File: src/rtl/dither_frame_sequencer.sv
// Frame-level sequencer for the Floyd-Steinberg datapath: walks pixels in raster order and
// issues load / quantize / diffuse strobes per pixel, gated by the datapath ready handshake.
module dither_frame_sequencer #(
  parameter int unsigned IMAGEX     = 64,
  parameter int unsigned IMAGEY     = 64,
  parameter int unsigned IMAGEXlog2 = $clog2(IMAGEX),
  parameter int unsigned IMAGEYlog2 = $clog2(IMAGEY),
  parameter int unsigned ADDR_W     = IMAGEXlog2 + IMAGEYlog2
) (
  input  logic                  clk,
  input  logic                  rst,
  input  logic                  start,
  input  logic                  abort,
  input  logic                  dp_ready,
  output logic [ADDR_W-1:0]     pixel_addr,
  output logic [IMAGEXlog2-1:0] pixel_x,
  output logic [IMAGEYlog2-1:0] pixel_y,
  output logic                  store_old_p,
  output logic                  compare_and_store_n,
  output logic                  compute_fin,
  output logic                  e_valid,
  output logic                  sw_valid,
  output logic                  s_valid,
  output logic                  se_valid,
  output logic                  busy,
  output logic                  done
);

  localparam logic [2:0] S_IDLE    = 3'd0;
  localparam logic [2:0] S_LOAD    = 3'd1;
  localparam logic [2:0] S_QUANT   = 3'd2;
  localparam logic [2:0] S_DIFFUSE = 3'd3;
  localparam logic [2:0] S_DONE    = 3'd4;

  localparam logic [IMAGEXlog2-1:0] X_LAST = IMAGEXlog2'(IMAGEX - 1);
  localparam logic [IMAGEYlog2-1:0] Y_LAST = IMAGEYlog2'(IMAGEY - 1);

  logic [2:0]            state_q, state_d;
  logic [IMAGEXlog2-1:0] x_q, x_d;
  logic [IMAGEYlog2-1:0] y_q, y_d;
  logic                  busy_q, done_q;

  // State, counters and status flags
  always_ff @(posedge clk) begin
    if (rst) begin
      state_q <= S_IDLE;
      x_q     <= '0;
      y_q     <= '0;
      busy_q  <= 1'b0;
      done_q  <= 1'b0;
    end else begin
      state_q <= state_d;
      x_q     <= x_d;
      y_q     <= y_d;
      busy_q  <= (state_d != S_IDLE);
      done_q  <= (state_d == S_DONE);
    end
  end

  // Next state and phase strobes; a strobe fires only in the cycle its phase advances
  always_comb begin
    state_d             = state_q;
    x_d                 = x_q;
    y_d                 = y_q;
    store_old_p         = 1'b0;
    compare_and_store_n = 1'b0;
    compute_fin         = 1'b0;

    case (state_q)
      S_IDLE: begin
        if (start) begin
          state_d = S_LOAD;
          x_d     = '0;
          y_d     = '0;
        end
      end
      S_LOAD: begin
        if (dp_ready) begin
          store_old_p = 1'b1;
          state_d     = S_QUANT;
        end
      end
      S_QUANT: begin
        if (dp_ready) begin
          compare_and_store_n = 1'b1;
          state_d             = S_DIFFUSE;
        end
      end
      S_DIFFUSE: begin
        if (dp_ready) begin
          compute_fin = 1'b1;
          if (x_q == X_LAST) begin
            if (y_q == Y_LAST) begin
              state_d = S_DONE;
            end else begin
              state_d = S_LOAD;
              x_d     = '0;
              y_d     = y_q + IMAGEYlog2'(1);
            end
          end else begin
            state_d = S_LOAD;
            x_d     = x_q + IMAGEXlog2'(1);
          end
        end
      end
      S_DONE: begin
        state_d = S_IDLE;
        x_d     = '0;
        y_d     = '0;
      end
      default: begin
        state_d = S_IDLE;
        x_d     = '0;
        y_d     = '0;
      end
    endcase

    // Abort outranks both the ready handshake and frame completion
    if (abort && (state_q != S_IDLE)) begin
      state_d             = S_IDLE;
      x_d                 = '0;
      y_d                 = '0;
      store_old_p         = 1'b0;
      compare_and_store_n = 1'b0;
      compute_fin         = 1'b0;
    end
  end

  assign pixel_x    = x_q;
  assign pixel_y    = y_q;
  assign pixel_addr = ADDR_W'({y_q, x_q});

  assign e_valid  = (x_q != X_LAST);
  assign s_valid  = (y_q != Y_LAST);
  assign sw_valid = s_valid && (x_q != '0);
  assign se_valid = s_valid && e_valid;

  assign busy = busy_q;
  assign done = done_q;

endmodule
File: config.mk
export PLATFORM = sky130hd
export DESIGN_NAME = dither_frame_sequencer
export DESIGN_NICKNAME = d
export VERILOG_FILES = /design/src/rtl/dither_frame_sequencer.sv
export SDC_FILE = /design/constraint.sdc
export NUM_CORES = 1
export LEC_CHECK = 0
export CAP_MARGIN = 15
export CORE_MARGIN = 2
export CORE_UTILIZATION = 47
export DETAILED_ROUTE_END_ITERATION = 12
export GPL_ROUTABILITY_DRIVEN = 1
export PLACE_DENSITY = 0.82
export SYNTH_ARGS = -nofsm -noshare
export SYNTH_HDL_FRONTEND = slang
export SYNTH_SLANG_ARGS = --single-unit
File: constraint.sdc
create_clock -name clk -period 3.8 [get_ports clk]
set_input_delay 0.57 -clock clk [delete_from_list [all_inputs] [get_ports clk]]
set_output_delay 0.57 -clock clk [all_outputs]
set_load 0.005 [all_outputs]
==> summary.md <==
| Metric | Value |
|---|---|
| Die height | `51.2 um` |
| Clock tree from TritonCTS | `built` |
| CP arrival | `2.13 ns` |
| Core Rows | `17` |
| Final Max Slew Viols | `0` |
| Post-CTS Repair Setup Buffers | `0` |
| Unique masters post-synth | `33` |
| Share of power burned in combinational logic | `0.161` |
| Final worst-path cycle share | `0.710` |
| Data required time of the critical path | `3.23 ns` |
| Avg Inst Size Synth | `8.00 um2` |
| Hold-fix buffers at CTS | `0` |
| Core utilization of the finished layout | `0.634` |
| Maximum root-to-sink buffer count | `2` |
| Rel. slew slack | `0.714` |
| Cell count after synthesis | `131` |
| Clock power frac | `0.276` |
| Internal cell power | `248 uW` |
| Starting density of the core | `0.483` |
| CP top delay family | `buffers and inverters` |
| Path type of the worst min-delay path | `reg2reg` |
| Most frequently used flop master after synthesis | `sky130_fd_sc_hd__dfxtp_1` |
| Clock buffers created by TritonCTS | `3` |
| Via count of the first global-routing pass | `915` |
| Cell-by-cell listing of the critical path | `clkdlybuf4s50_1 -> nand2b_1 -> nor4b_1 -> clkdlybuf4s50_1` |
| Master of the slowest instance on the critical path | `sky130_fd_sc_hd__clkdlybuf4s50_1` |
| Worst setup startpoint | `abort` |
| Count of final setup violators | `0` |
| Total Routing Usage GR | `0.187` |
| Register bit count reported by yosys | `17` |
| Yosys warns | `0` |
| Run status | `complete, no violations` |
| Routed wire length per instance | `13.0 um` |
| Syn-to-layout area delta | `31.1%` |
| Total wirelength of the detailed-routed design | `2410 um` |
| Area of combinational cells with multiple inputs | `577 um2` |
| Final-stage net count | `166` |
| Boundary Pins | `38` |
| Iteration count of the initial detailed-routing pass | `4` |
| Antenna diode count | `0` |
| Post-synthesis instance area | `1050 um2` |
| R2r startpoint | `pixel_x[0]$_SDFFE_PP0P_` |
| Worst path most repeated cell | `sky130_fd_sc_hd__clkdlybuf4s50_1` |
| Sequential area share after synthesis | `0.325` |
| Average vias per placed instance | `5.64` |
| Asr flop ratio synth | `0` |
| Number of buffer and inverter instances along the worst setup path | `2` |
| H-tree depth | `1` |
| Most common cell after layout, fill and taps aside | `sky130_fd_sc_hd__clkdlybuf4s50_1` |
| First-pass GRT wire length | `3770 um` |
| Clock slew at the register clock pins of the worst setup and hold paths | `0.09 ns` |
| Count of buffers inserted at the top-level ports | `37` |
| Global placer's final weighted congestion | `0.762` |
| Overflow left after global routing | `0` |
| Clock sink total | `17` |
| Max-cap violation count | `0` |
| Maximum number of pins on one net before global-route repair | `12` |
| Slew at the pin closest to its max-slew limit | `0.425 ns` |
| CTS-repair resized insts | `0` |
| Sum of negative setup slack | `0 ns` |
| Period minus WS final | `2.70 ns` |
| Storage cell area | `340 um2` |
| Switching share of total power | `0.265` |
| Clk_skew | `0.00865 ns` |
| Power density of the placed cells | `246 nW/um2` |
| Number of vias after detailed routing | `1043` |
| Half-perimeter wire length after placement | `1880 um` |
| Die footprint | `2620 um2` |
| RSZ-0062 raised after global routing | `false` |
| Most used cells in the layout excluding fill and tap cells | `sky130_fd_sc_hd__clkdlybuf4s50_1, sky130_fd_sc_hd__dfxtp_1, sky130_fd_sc_hd__a21oi_1, sky130_fd_sc_hd__nor2_1, sky130_fd_sc_hd__o21ai_0` |
| Startpoint kind of the worst setup timing path | `input pin` |
| Static power due to leakage | `0.000452 uW` |
| Post-Synthesis Net Count | `139` |
| IR drop worst, VDD | `0.242 mV` |
| Master cell of the clock root buffer | `sky130_fd_sc_hd__clkbuf_4` |
| Maximum clock frequency | `371 MHz` |
| DRC violation count after routing | `0` |
| Critical path peak fanout | `5` |
| Net Switching | `89.5 uW` |
| Final hold violation count | `0` |
| Number of enable-type register cells in the synthesized netlist | `0` |
| Number of antenna violations at the first check in global routing | `0` |
| Instance area at placement | `1350 um2` |
| Worst skew pair latency | `0.28 ns` |
| Violation count after the first detailed-route iteration | `11` |
| Maximum cell stage delay along the critical path | `0.55 ns` |
| Sequential cell fraction of total power | `0.563` |
| Critical hold path startpoint | `pixel_y[1]$_SDFFE_PP0P_` |
| Die span in x | `51.2 um` |
| Start-to-end type of the worst setup path | `in2out` |
| Share of cells above drive strength 1 | `0.0510` |
| Standard cell core area | `2170 um2` |
| Finished Cell Area | `1380 um2` |
| Filler Cells Inserted | `201` |
| Antenna Nets Post-Route | `0` |
| Kind of end point of the critical path | `primary output` |
[final cells by class]
cell class / count / area share
Multi-Input combinational cell: 92 / 0.419
Timing Repair Buffer: 37 / 0.269
Sequential cell: 17 / 0.247
Tap cell: 28 / 0.0255
Clock buffer: 4 / 0.0191
Inverter: 7 / 0.0191
[cell usage after synthesis, types with 3 or more instances]
cell | instances | area [um2]
sky130_fd_sc_hd__a21oi_1 | 11 | 55.1
sky130_fd_sc_hd__nor2_1 | 11 | 41.3
sky130_fd_sc_hd__nand3_1 | 10 | 50.1
sky130_fd_sc_hd__dfxtp_1 | 17 | 340
sky130_fd_sc_hd__ha_1 | 3 | 37.5
sky130_fd_sc_hd__nand2_1 | 9 | 33.8
sky130_fd_sc_hd__and2_1 | 3 | 18.8
sky130_fd_sc_hd__nor4_1 | 5 | 31.3
sky130_fd_sc_hd__buf_2 | 3 | 15.0
sky130_fd_sc_hd__or3_1 | 7 | 43.8
sky130_fd_sc_hd__buf_4 | 12 | 90.1
sky130_fd_sc_hd__nor4b_1 | 3 | 26.3
sky130_fd_sc_hd__inv_1 | 7 | 26.3
sky130_fd_sc_hd__o21ai_0 | 11 | 55.1
[flip-flops by register name, summed over array words and instances (netlist names)]
signal,count
busy,1
done,1
pixel_x,6
pixel_y,6
state_q,3
[path summary, 6_finish.rpt]
check / slack [ns] / depth (start not counted) / end
hold reg to reg: 0.55 / 2 / pixel_y[1]$_SDFFE_PP0P_
setup / recovery: 1.10 / 4 / compare_and_store_n
hold / removal: 0.55 / 2 / pixel_y[1]$_SDFFE_PP0P_
setup reg to reg: 1.76 / 6 / pixel_x[2]$_SDFFE_PP0P_
[power groups by stage]
| stage | clock [uW] | combinational (uW) | sequential (uW) |
|---|---|---|---|
| final | 93.3 | 54.3 | 190 |
| after detailed placement | 0 | 54.0 | 194 |
| after global routing | 103 | 58.8 | 191 |
| after floorplan | 0 | 40.7 | 188 |
| after global placement | 0 | 52.2 | 194 |
| after CTS | 94.9 | 54.2 | 190 |
[logic make-up after synthesis]
kind of cell	count (synthesis)	synth area share
AND/OR/NAND/NOR	56	0.296
AO/OA/AOI/OAI	32	0.210
buffers and inverters	22	0.125
flip-flops	17	0.325
adder cells (fa/ha/maj)	3	0.0358
XOR/XNOR	1	0.00835
[per-layer routing]
metal / wire, um / GRT usage
met1: 1090 / 0.225
met2: 1170 / 0.327
met3: 131 / 0.0409
met4: 22 / 0.0658
met5: 0 / 0
[through the flow]
stage	hold slack (ns)	instances	power [uW]	setup slack (ns)
4_1_cts	0.551	185	339	1.08
2_1_floorplan	0.507	131	229	1.94
5_1_grt	0.582	185	353	1.00
6_report	0.546	185	338	1.10
3_3_place_gp	0.514	181	246	1.15
3_5_place_dp	0.540	181	248	1.10
[worst reg2reg max path, stage by stage (launching register included)]
cell and delay [ns]:
sky130_fd_sc_hd__dfxtp_1 0.44, sky130_fd_sc_hd__ha_1 0.24, sky130_fd_sc_hd__and4_1 0.26, sky130_fd_sc_hd__nand4_1 0.28, sky130_fd_sc_hd__a21boi_1 0.40, sky130_fd_sc_hd__nor4b_1 0.10
sky130_fd_sc_hd__a31o_2 0.22
Power figures use the tool's default switching activity.
